$ cat config.mk
export PLATFORM = sky130hd
export DESIGN_NAME = spike_rate_pwm_decoder
export DESIGN_NICKNAME = d
export VERILOG_FILES = /design/src/rtl/snn_motor_pkg.sv /design/src/rtl/spike_window_counter.sv /design/src/rtl/spike_rate_pwm_decoder.sv
export SDC_FILE = /design/constraint.sdc
export NUM_CORES = 1
export LEC_CHECK = 0
export ABC_CLOCK_PERIOD_IN_PS = 2600
export CORE_MARGIN = 8
export CORE_UTILIZATION = 38
export DETAILED_ROUTE_END_ITERATION = 12
export PLACE_DENSITY = 0.62
export RECOVER_POWER = 50
export SLEW_MARGIN = 20
export SYNTH_ARGS = -nofsm -noshare
export SYNTH_HDL_FRONTEND = slang
export SYNTH_SLANG_ARGS = --single-unit
export TNS_END_PERCENT = 5
$ cat constraint.sdc
create_clock -name clk -period 2.6 [get_ports clk]
set_clock_uncertainty 0.2 [all_clocks]
set_input_delay 0.39 -clock clk [delete_from_list [all_inputs] [get_ports clk]]
set_output_delay 0.39 -clock clk [all_outputs]
set_load 0.05 [all_outputs]
$ cat src/rtl/snn_motor_pkg.sv
// Shared defaults, control-state encoding and the saturating duty helper for the
// spike-rate to motor-PWM path.
package snn_motor_pkg;

  localparam int unsigned DEF_EXCNUM = 2;
  localparam int unsigned DEF_WINDOW = 1024;
  localparam int unsigned DEF_CNT_W  = 8;
  localparam int unsigned DEF_PWM_W  = 8;
  localparam int unsigned DEF_SHIFT  = 2;

  typedef enum logic [1:0] {
    IDLE = 2'd0,
    RUN  = 2'd1,
    HOLD = 2'd2
  } state_e;

  // Shift at a width wide enough to never lose bits, then clamp to out_w bits.
  function automatic logic [31:0] sat_shift(input logic [31:0] val,
                                            input int unsigned shift,
                                            input int unsigned out_w);
    logic [63:0] wide;
    logic [63:0] max_val;
    wide    = {32'd0, val} << shift;
    max_val = (64'd1 << out_w) - 64'd1;
    return (wide > max_val) ? max_val[31:0] : wide[31:0];
  endfunction

endpackage

$ cat src/rtl/spike_window_counter.sv
// Per-channel saturating spike counter; latches the closing window's count
// (including a spike on the close cycle) and restarts from zero.
module spike_window_counter
  import snn_motor_pkg::*;
#(
  parameter int unsigned CNT_W = DEF_CNT_W
) (
  input  logic             clk,
  input  logic             rst,
  input  logic             en_i,
  input  logic             spike_i,
  input  logic             close_i,
  output logic [CNT_W-1:0] rate_o
);

  logic [CNT_W-1:0] cnt_q, cnt_d;
  logic [CNT_W-1:0] rate_q, rate_d;
  logic [CNT_W-1:0] cnt_inc;

  // NOTE: every always_comb output gets a default first so no path can infer a latch.
  always_comb begin
    cnt_d   = cnt_q;
    rate_d  = rate_q;
    cnt_inc = (spike_i && (cnt_q != '1)) ? cnt_q + 1'b1 : cnt_q;
    if (en_i) begin
      if (close_i) begin
        rate_d = cnt_inc;
        cnt_d  = '0;
      end else begin
        cnt_d = cnt_inc;
      end
    end
  end

  // NOTE: state registers use non-blocking assignments so all flops update together.
  always_ff @(posedge clk) begin
    if (rst) begin
      cnt_q  <= '0;
      rate_q <= '0;
    end else begin
      cnt_q  <= cnt_d;
      rate_q <= rate_d;
    end
  end

  assign rate_o = rate_q;

endmodule

$ cat src/rtl/spike_rate_pwm_decoder.sv
// Rate-decodes SNN output spikes over a fixed window and drives one PWM line per
// channel; new duty values only take effect at PWM period boundaries.
module spike_rate_pwm_decoder
  import snn_motor_pkg::*;
#(
  parameter int unsigned EXCNUM = DEF_EXCNUM,
  parameter int unsigned WINDOW = DEF_WINDOW,
  parameter int unsigned CNT_W  = DEF_CNT_W,
  parameter int unsigned PWM_W  = DEF_PWM_W,
  parameter int unsigned SHIFT  = DEF_SHIFT
) (
  input  logic                    clk,
  input  logic                    rst,
  input  logic                    en,
  input  logic [EXCNUM-1:0]       spike_in,
  output logic [EXCNUM*CNT_W-1:0] rate_out,
  output logic                    rate_valid,
  output logic [EXCNUM*PWM_W-1:0] duty_out,
  output logic [EXCNUM-1:0]       pwm_out
);

  localparam int unsigned WIN_W = (WINDOW > 1) ? $clog2(WINDOW) : 1;
  localparam logic [WIN_W-1:0] WIN_LAST = WIN_W'(WINDOW - 1);

  state_e                  state_q, state_d;
  logic [WIN_W-1:0]        win_cnt_q, win_cnt_d;
  logic [PWM_W-1:0]        pwm_cnt_q, pwm_cnt_d;
  logic [EXCNUM*PWM_W-1:0] duty_q, duty_d, duty_pend;
  logic [EXCNUM-1:0]       pwm_q, pwm_d;
  logic                    rate_valid_q;
  logic                    win_close;
  logic                    pwm_wrap;
  logic                    run_active;

  assign win_close = en && (win_cnt_q == WIN_LAST);
  assign pwm_wrap  = en && (pwm_cnt_q == {PWM_W{1'b1}});

  for (genvar g = 0; g < EXCNUM; g++) begin : g_ch
    spike_window_counter #(.CNT_W(CNT_W)) u_cnt (
      .clk    (clk),
      .rst    (rst),
      .en_i   (en),
      .spike_i(spike_in[g]),
      .close_i(win_close),
      .rate_o (rate_out[g*CNT_W +: CNT_W])
    );
    assign duty_pend[g*PWM_W +: PWM_W] =
      PWM_W'(sat_shift(32'(rate_out[g*CNT_W +: CNT_W]), SHIFT, PWM_W));
  end

  always_comb begin
    state_d = state_q;
    unique case (state_q)
      IDLE:    if (en)  state_d = RUN;
      RUN:     if (!en) state_d = HOLD;
      HOLD:    if (en)  state_d = RUN;
      default: state_d = IDLE;
    endcase
  end

  assign run_active = (state_q != IDLE);

  // Duty reloads only as pwm_cnt wraps, so a rate landing on the wrap edge waits a period.
  always_comb begin
    win_cnt_d = win_cnt_q;
    pwm_cnt_d = pwm_cnt_q;
    duty_d    = duty_q;
    if (en) begin
      win_cnt_d = win_close ? '0 : win_cnt_q + 1'b1;
      pwm_cnt_d = pwm_cnt_q + 1'b1;
      if (pwm_wrap && run_active) duty_d = duty_pend;
    end
    for (int i = 0; i < int'(EXCNUM); i++) begin
      pwm_d[i] = en && (pwm_cnt_q < duty_q[i*PWM_W +: PWM_W]);
    end
  end

  always_ff @(posedge clk) begin
    if (rst) begin
      state_q      <= IDLE;
      win_cnt_q    <= '0;
      pwm_cnt_q    <= '0;
      duty_q       <= '0;
      pwm_q        <= '0;
      rate_valid_q <= 1'b0;
    end else begin
      state_q      <= state_d;
      win_cnt_q    <= win_cnt_d;
      pwm_cnt_q    <= pwm_cnt_d;
      duty_q       <= duty_d;
      pwm_q        <= pwm_d;
      rate_valid_q <= win_close;
    end
  end

  assign rate_valid = rate_valid_q;
  assign duty_out   = duty_q;
  assign pwm_out    = pwm_q;

endmodule

After elaboration in Yosys (flattened, before gate mapping)
Index checks and enable logic that the tools add are counted.

Muxes and demuxes: 10. Reduce and logical (&&, ||, !) cells: 13. Divide/modulo/power cells: 0. Bitwise gates (word level): 0. Order comparisons: 4. Equality and inequality tests: 8. Multipliers: 0. Shifts and indexed selects: 0. Add/subtract/negate cells: 4.

Operators by type and width (count): $mux W8 (6); $add A8 B1 Y8 const B (3); $gt A10 B8 Y1 const B (2); $lt A8 B8 Y1 (2); $ne A8 B8 Y1 const B (2); $add A10 B1 Y10 const B (1); $eq A10 B10 Y1 const B (1); $mux W10 (1); $eq A8 B8 Y1 const B (1); $logic_and A1 B1 Y1 (7); $reduce_and A2 Y1 (3); $mux W2 (2); $pmux W2 S2 (1); $eq A2 B1 Y1 const B (1); $eq A2 B2 Y1 const B (1); $logic_not A2 Y1 (1); $ne A2 B1 Y1 const B (1); $ne A2 B2 Y1 const B (1); $reduce_bool A2 Y1 (1); $reduce_or A2 Y1 (1).

Bits in latches: 0. Bits in read-only memories: 0. Bits in writable memories: 0. Output and inout port bits: 35. Register bits: 71. Word-level logic and storage cells: 49. Memories: 0. Input bits: 5.

Longest topological paths before layout
Word-level depth: 4. Gate-level depth with buffers: 7. Mapped depth without buffers: 6.

Modules after synthesis
From an unflattened synthesis, not the netlist that was laid out.

Cells, all modules: 418. Area total of the unflattened synthesis: 3747.3 um2.

By module, submodules not included: spike_rate_pwm_decoder (area each 2038.2 um2, instances 1, seq. area each 740.7 um2, cells each 222); spike_window_counter (area each 854.6 um2, instances 2, seq. area each 320.3 um2, cells each 98).

Least setup slack after synthesis
OpenSTA, ideal clock, no wires.

Path kind: input port to flip-flop. Start: input port en. End: register g_ch[1].u_cnt.rate_q[6]. Path buffers: 2. Arrival time: 1801 ps. Stages on the path: 6. Library setup time: 68 ps. Required time: 2332 ps. Setup slack: 531 ps. Cell sequence: buf_2 -> nand4_4 -> or4_4 -> buf_6 -> or3_1 -> a21oi_2.

Longest elaborated chain between the ends: 2.

RTL lines: from (decl) (line spike_rate_pwm_decoder.sv:14) `input logic en,`; $logic_and A1 B1 Y1 (line spike_rate_pwm_decoder.sv:35) `assign win_close = en && (win_cnt_q == WIN_LAST);`; $reduce_and A2 Y1 (no source line) *; to (signal assigned) (line spike_window_counter.sv:42) `rate_q <= rate_d;`; to (decl) (line spike_window_counter.sv:17) `logic [CNT_W-1:0] rate_q, rate_d;`.

Mark *: on every way between the ends. The rest lies on a longest branch, timed or not. A chain may end at the register's enable or synchronous reset.

Worst setup path after layout
Start: input port en. End: register g_ch[0].u_cnt.cnt_q[1].

Longest elaborated chain between the ends: 2.

RTL lines: $logic_and A1 B1 Y1 (line spike_rate_pwm_decoder.sv:35); $mux W8 (line spike_window_counter.sv:26) `if (close_i) begin`; to (signal assigned) (line spike_window_counter.sv:41) `cnt_q <= cnt_d;`; to (decl) (line spike_window_counter.sv:16) `logic [CNT_W-1:0] cnt_q, cnt_d;`.

Several ways; a longest one is shown, not always the timed one.

==> impl_metrics.json <==
{
  "run_status": "complete, no violations",
  "grt_max_degree": 35,
  "clkTransAtPathRegs_ps": 70,
  "clock_sinks": 69,
  "holdPathStages": 2,
  "finalSetupTns_ps": 0,
  "rsz0062_at_grt": "no",
  "cp.depth": 7,
  "hold_class": "input port to register",
  "power_leakage_nw": 1.41,
  "required_ps": 2640,
  "core_um2": 8720,
  "vias_per_cell": 5.41,
  "dp_hpwl_mm": 6.14,
  "max-cap-violations": 0,
  "routabilityCongestion": 0.816,
  "synth_top_area_share_pct": 40.5,
  "final-setup-viol-count": 0,
  "synth.most_common_cell": "dfxtp_1",
  "cp_cell_sequence": "dlygate4sd3_1 > nand4_4 > buf_4 > nor3_1 > buf_12 > nor2_1 > a32o_1",
  "cp_max_fo": 23,
  "antenna_found_initial": 0,
  "finalHoldViolCount": 0,
  "htree_levels": 3,
  "synth_common_cells": "69 x dfxtp_1, 42 x nor2_1, 26 x nand2_1, 25 x a211oi_1, 23 x inv_1",
  "cp.arrival_ps": 2460,
  "final.setup.worst_slack_ps": 178,
  "wirelength_mm": 8.25,
  "firstDrtPassIters": 4,
  "post_cts_resized": 0,
  "cts-buffers-inserted": 9,
  "clk_path_buf_depth": 2,
  "crit_slowest_cell": "nor3_1",
  "ir_drop_mv": 0.219,
  "cp-start-kind": "input port",
  "syn_area_per_cell_um2": 8.61,
  "grt.total_usage_pct": 13.7,
  "holdWs_ps": 253,
  "ant_nets": 0,
  "ys.flop_type": "dfxtp_1",
  "path_delay_family": "buffers and inverters",
  "ys_ff_latch": 69,
  "cts_tree": "built",
  "routedWlPerCell_um": 15.1,
  "row_count": 34,
  "power_density_nw_per_um2": 503,
  "grt_pass1_wl_mm": 14.1,
  "drc_errors": 0,
  "post-route-period-util_pct": 93.1,
  "post-place-ws_ps": 189,
  "fillers": 840,
  "synth_warnings": 0,
  "slew_headroom_pct": 46.5,
  "syn-num-nets": 419,
  "die_h_um": 111,
  "fin_nets": 457,
  "grt_pass1_vias": 2805,
  "floorplan.initialDensity_pct": 39.1,
  "drive_gt1_share_pct": 7.06,
  "async_flop_share_pct": 0,
  "criticalPathCategory": "input port to register",
  "cts-root-buf": "clkbuf_8",
  "synth.distinct_cells": 48,
  "reg2reg_depth": 6,
  "io_buffers": 39,
  "grt-ovfl-total": 0,
  "drt_iter0_markers": 169,
  "slowest_delay_ps": 610,
  "n_antenna_cell": 0,
  "cp_num_buf_inv": 3,
  "post-cts-setup-buffers": 0,
  "placed_cells": 531,
  "syn-cell-area_um2": 3410,
  "tightest_slew_ps": 800,
  "ioPinCount": 40,
  "stdcell_count": 547,
  "slew_violations": 0,
  "clk_latency_ps": 340,
  "postCtsHoldBufs": 0,
  "multi_input_area_um2": 1810,
  "yosysSeqAreaShare_pct": 40.5,
  "synth_edf_count": 0,
  "synth_top_area_cell": "dfxtp_1",
  "fp.dieW_um": 111,
  "num_vias": 2960,
  "max_freq_mhz": 413,
  "seqCellArea_um2": 1380,
  "syn_inst": 396,
  "fin_util_pct": 47.1,
  "fin_crit_ps": 2420,
  "synthTopCellsByArea": "dfxtp_1 41%, ha_1 6.6%, a211oi_1 5.5%, nor2_1 4.6%, xnor2_1 3.1%",
  "dieArea_um2": 12300,
  "cp-end-kind": "register",
  "area_delta_synth_final_pct": 20.5
}
## per-layer routing
layer | vias to the layer above | global-route usage [%] | part of all wire (%)
met5 | - | 0 | 0
met4 | 0 | 5.32 | 1.4
met3 | 12 | 3.68 | 5.0
met2 | 49 | 21.4 | 46
met1 | 1382 | 17.5 | 48
li1 | 1517 | - | -
## state kept, by name, indices dropped and copies added, names as in the netlist
register,count
g_ch.u_cnt.cnt_q,16
duty_out,14
g_ch.u_cnt.rate_o,16
pwm_cnt_q,8
rate_valid,1
pwm_out,2
state_q,2
win_cnt_q,10
## cells in the final DEF (no fill, tap or decap), types with 3 or more instances in the layout
cell type	count
buf_4	10
clkinv_2	3
a211oi_1	25
xnor2_1	12
clkdlybuf4s50_1	30
o211ai_1	4
a41oi_1	3
xor2_1	10
and3_1	4
a22o_1	4
or3_1	7
clkbuf_8	10
dfxtp_1	69
or4_1	5
o21ai_0	10
nand2_1	26
a21o_1	4
dlygate4sd3_1	8
nor2_1	42
nand3_1	8
a21oi_1	12
nand4_1	13
nand2b_1	4
o31ai_1	7
a31oi_1	11
inv_1	23
nor3_1	22
ha_1	18
mux2i_1	5
## power by group
group / internal [mW] / leakage, nW / switching, mW
clock network: 0.467 / 0.106 / 0.417
registers: 1.07 / 0.557 / 0.0142
logic: 0.0404 / 0.747 / 0.0605
## worst reg2reg max path, delay by kind of cell (launching register included)
family | cells | cell delay, ps
fa+ha+maj | 1 | 230
compound gates | 1 | 260
simple gates | 3 | 830
buf+inv | 1 | 240
flops | 1 | 420
## layout make-up
type | count | share of cell area [%]
multi-input cells | 278 | 44.1
repair buffers | 53 | 12.0
clock buffers | 10 | 3.35
flip-flops and latches | 69 | 33.6
inverters | 23 | 2.10
well taps | 108 | 3.29
clock inverters | 6 | 1.52
## stage by stage
| step | power [mW] | cell area, um^2 |
|---|---|---|
| 3_5_place_dp | 1.21 | 3940 |
| 4_1_cts | 2.10 | 4140 |
| 3_3_place_gp | 1.21 | 3940 |
| 5_1_grt | 2.14 | 4110 |
| 2_1_floorplan | 1.18 | 3410 |
| 6_report | 2.07 | 4110 |
## final timing paths
check	start	to	slack [ps]
worst min register to register	g_ch[1].u_cnt.cnt_q[1]$_SDFFE_PP0P_	g_ch[1].u_cnt.cnt_q[1]$_SDFFE_PP0P_	290
worst min-delay path	rst	g_ch[1].u_cnt.rate_o[6]$_SDFFE_PP0P_	250
worst max-delay path	en	g_ch[0].u_cnt.cnt_q[1]$_SDFFE_PP0P_	180
worst max register to register	win_cnt_q[0]$_SDFFE_PP0P_	g_ch[0].u_cnt.cnt_q[1]$_SDFFE_PP0P_	310
## cell families (layout without fill, tap and decap cells)
family	after synthesis	after routing	share of synthesized area [%]
AOI/OAI and AO/OA	90	90	18.3
xor gates and xnor gates	22	22	5.65
buffers and inverters	49	92	5.94
and+or+nand+nor	143	143	21.5
muxes	5	5	1.47
DFF	69	69	40.5
adders and majority gates	18	18	6.61
Power figures use the tool's default switching activity.
==> edit 1, RTL diff (same flow settings) <==
Make the reset (`rst`) asynchronous in 2 clocked blocks.
--- a/src/rtl/spike_window_counter.sv
+++ b/src/rtl/spike_window_counter.sv
@@ -35,3 +35,3 @@
   // NOTE: state registers use non-blocking assignments so all flops update together.
-  always_ff @(posedge clk) begin
+  always_ff @(posedge clk or posedge rst) begin
     if (rst) begin
--- a/src/rtl/spike_rate_pwm_decoder.sv
+++ b/src/rtl/spike_rate_pwm_decoder.sv
@@ -77,3 +77,3 @@
 
-  always_ff @(posedge clk) begin
+  always_ff @(posedge clk or posedge rst) begin
     if (rst) begin
Behaviour: no difference found for any inputs over 10 cycles, from zero or initial values and one cycle with rst high; that may be too few to reach the edited logic, so the function may still have changed.
==> edit 1 against the original RTL <==
Global-route usage down 1.1 points. Largest cell class is now registers. Sequential cell count unchanged. Final area up 3.9%. Die area rose by 3.4%. Synthesized area is 4.0% higher. Worst setup slack gained 180 ps. Maximum frequency is 8.0% higher. Wire length is 5.6% lower.
Power is not compared: it rests on default switching activity, and its combinational part moved more than twofold at a synthesized area within 25%.
==> edit 1: results (changes against the original RTL) <==
[outcome]
outcome=completed

[global_route]
grt_pass1_wl_um=13100  ; -7.7%
grt_max_degree=38  ; +8.6%

[synth]
synth_mux_area_frac=0.0586  ; +0.0439
synth_seq_area_share=0.487  ; +0.0818
ys_top_cells_by_area=dfrtp_1 49%, ha_1 6.4%, a21oi_1 4.0%, mux2i_1 4.0%, o21ai_0 3.5%
netlist_instances=356  ; -10%
synth_fa_ha_area_frac=0.0635  ; -0.00254

[critical_path]
critical-path-slowest-cell=or3_1
critPathCapture=g_ch[1].u_cnt.cnt_q[0]$_DFFE_PP0P_
regToRegSetupSlack_ps=360  ; +50 ps
crit_type=reg2reg
slowest_delay_ps=480  ; -130 ps
worstPathMaxFanout=21  ; -8.7%

[min_path]
hp-start=win_cnt_q[9]$_DFFE_PP0P_
hp-class=reg2reg
min_to=win_cnt_q[9]$_DFFE_PP0P_
hold_depth=1  ; -1

[placement]
dp_slack_ps=119  ; -70.1 ps
hpwl_um=5620  ; -8.5%

[detailed_routing]
drtIter0Drc=207  ; +22%
routed_wl_um=7790  ; -5.6%

[final_layout]
drive_gt1_frac=0.0900  ; +0.0194

[sta]
setup_ws_ps=358  ; +180 ps
worst_pin_slew_ps=919  ; +118 ps

[edit 1: final cells by class]
type,instances,area share
multi-input cells,247,0.384
well taps,111,0.0325
clock inverters,6,0.0261
flip-flops and latches,69,0.405
inverters,20,0.0179
repair buffers,48,0.105
clock buffers,10,0.0299
[edit 1: power breakdown]
part | internal (uW) | total (uW) | switching [uW]
logic | 264 | 527 | 263
clock network | 638 | 1060 | 424
registers | 1240 | 1510 | 269
[edit 1: stage by stage]
stage | total power, uW | hold slack [ps] | util | area [um2]
floorplan | 1880 | 256 | - | 3550
global placement | 2030 | 272 | 0.445 | 4070
detailed placement | 2060 | 282 | 0.445 | 4070
CTS | 3130 | 255 | 0.471 | 4310
global route | 3260 | 325 | 0.466 | 4270
finish | 3100 | 296 | 0.466 | 4270
[edit 1: layer usage]
metal / global-route usage / routed length, um / vias to the layer above
met1: 0.162 / 3830 / 1325
li1: - / - / 1337
met3: 0.0284 / 306 / 9
met4: 0.0459 / 108 / 0
met5: 0 / 0 / -
met2: 0.201 / 3550 / 45
==> edit 2, RTL diff (same settings) <==
Made on the original files. `DEF_WINDOW`: 1024 -> 512.
--- a/src/rtl/snn_motor_pkg.sv
+++ b/src/rtl/snn_motor_pkg.sv
@@ -5,3 +5,3 @@
   localparam int unsigned DEF_EXCNUM = 2;
-  localparam int unsigned DEF_WINDOW = 1024;
+  localparam int unsigned DEF_WINDOW = 512;
   localparam int unsigned DEF_CNT_W  = 8;
Behaviour: no difference found for any inputs over 10 cycles, from zero or initial values and one cycle with rst high; that may be too few to reach the edited logic, so the function may still have changed.
==> edit 2 against the original RTL <==
Sequential cell count decreased by 1. Hold slack improved by 21 ps. Wire length increased by 4.3%. Global-route usage increased by 0.21 points. Worst setup slack improved by 1.2 ps. Final area increased by 1.9%. Synthesized area increased by 1.1%. Largest power group is now the clock network. Combinational power increased by 18%. Total power increased by 9.7%. Sequential share of layout area decreased by 1.1 points. Die area increased by 0.98%.
==> edit 2: results (changes against the original RTL) <==
[min_path]
hold_depth=1  ; -1
hp-class=reg2reg
hp-start=state_q[0]$_SDFFE_PP0P_
min_to=state_q[0]$_SDFFE_PP0P_

[detailed_routing]
routed_wl_um=8610  ; +4.3%
drt_first_pass_iters=5  ; +1
drtIter0Drc=101  ; -40%
viasPerCell=5.42  ; +0.16%
routedWlPerCell_um=15.3  ; +1.2%

[placement]
gp_congestion=0.818  ; +0.25%
hpwl_um=6260  ; +1.9%
dp_cells=548  ; +3.2%
dp_slack_ps=97.8  ; -91.3 ps

[final_layout]
drive_gt1_frac=0.0768  ; +0.00614
fillers=855  ; +1.8%
layout.nets=475  ; +3.9%

[power_and_ir_drop]
vdd_drop_max_uv=265  ; +21%
p_leak_uw=0.00154  ; +9.3%

[global_route]
track_usage=0.139  ; +0.00205
grt_pass1_wl_um=14500  ; +2.4%
grt_pass1_vias=2892  ; +3.1%
grt_max_degree=24  ; -31%
antenna_found_initial=0  ; unchanged

[critical_path]
regToRegSetupSlack_ps=180  ; -130 ps
timing.rr.start=win_cnt_q[2]$_SDFFE_PP0P_
r2r-end=g_ch[0].u_cnt.rate_o[3]$_SDFFE_PP0P_
worstPathMaxFanout=9  ; -61%
arrival_ps=2480  ; +20 ps
slowest_delay_ps=410  ; -200 ps
critical-path-slowest-cell=dfxtp_1
crit_family=simple AND/OR/NAND/NOR gates
reg2reg_depth=8  ; +2

[synth]
synth_seq_area_share=0.395  ; -0.0104
synthTopCellsByCount=68 x dfxtp_1, 52 x nor2_1, 32 x nand2_1
netlist_instances=415  ; +4.8%
mappedNetlistNets=439  ; +4.8%
ys_top_cells_by_area=dfxtp_1 39%, ha_1 6.9%, nor2_1 5.7%, a21oi_1 4.5%, nand2_1 3.5%
synthDistinctLibCells=45  ; -6.3%

[cts]
clock-root-buffer=clkbuf_8
clk_transition_reported_paths_ps=70  ; about the same
clock_latency_ps=340  ; about the same

[sta]
max_slew_margin=0.436  ; -0.0284

[outcome]
outcome=completed

edit 2: logic make-up after synthesis:
kind of cell,after synthesis,synth area share
AO/OA/AOI/OAI,101,0.194
XOR/XNOR,14,0.0356
adder cells (fa/ha/maj),19,0.0689
buffers and inverters,46,0.0581
flip-flops,68,0.395
multiplexers,7,0.0207
AND/OR/NAND/NOR,160,0.228
edit 2: area by class of cell:
| cell class | instances | share of cell area |
|---|---|---|
| Sequential cell | 68 | 0.325 |
| Tap cell | 108 | 0.0323 |
| Timing Repair Buffer | 52 | 0.117 |
| Clock buffer | 10 | 0.0329 |
| Inverter | 19 | 0.0170 |
| Clock inverter | 6 | 0.0266 |
| Multi-Input combinational cell | 301 | 0.449 |
edit 2: power breakdown:
| part | leakage [uW] | internal, uW | switching (uW) |
|---|---|---|---|
| Clock | 0.000122 | 663 | 417 |
| Combinational | 0.000870 | 49.1 | 69.5 |
| Sequential | 0.000549 | 1050 | 14.5 |
| Total | 0.00154 | 1770 | 501 |
edit 2: metrics by stage:
stage | cell area [um2] | total power, uW | hold WS [ps]
3_5_place_dp | 3960 | 1210 | 270
3_3_place_gp | 3960 | 1210 | 254
6_report | 4180 | 2270 | 275
5_1_grt | 4180 | 2340 | 299
4_1_cts | 4200 | 2290 | 281
2_1_floorplan | 3450 | 1170 | 243
edit 2: worst max-delay path by stage:
| stage | endpoint | slack [ps] | cells past startpoint | start |
|---|---|---|---|---|
| finish | g_ch[0].u_cnt.rate_o[3]$_SDFFE_PP0P_ | 180 | 8 | win_cnt_q[2]$_SDFFE_PP0P_ |
| global route | g_ch[0].u_cnt.rate_o[3]$_SDFFE_PP0P_ | 20 | 8 | win_cnt_q[2]$_SDFFE_PP0P_ |
| CTS | g_ch[0].u_cnt.rate_o[3]$_SDFFE_PP0P_ | 210 | 8 | win_cnt_q[2]$_SDFFE_PP0P_ |
| detailed placement | g_ch[0].u_cnt.cnt_q[7]$_SDFFE_PP0P_ | 100 | 5 | en |
| global placement | g_ch[0].u_cnt.cnt_q[7]$_SDFFE_PP0P_ | 140 | 5 | en |
| floorplan | g_ch[1].u_cnt.rate_o[2]$_SDFFE_PP0P_ | 590 | 8 | win_cnt_q[2]$_SDFFE_PP0P_ |
edit 2: layer usage:
layer,part of all wire,routed length [um],global-route usage
met1,0.47,4050,0.168
met2,0.48,4100,0.234
met3,0.046,396,0.0411
met4,0.0084,72,0.0382
met5,0,0,0
edit 2: worst reg2reg max path, cell delays in order, from the launching register on:
cell	delay, ps
dfxtp_1	410
and4_1	260
and4_1	230
ha_1	410
and2_1	210
nand2b_1	160
inv_1	160
o21ai_0	110
o21ai_0	190
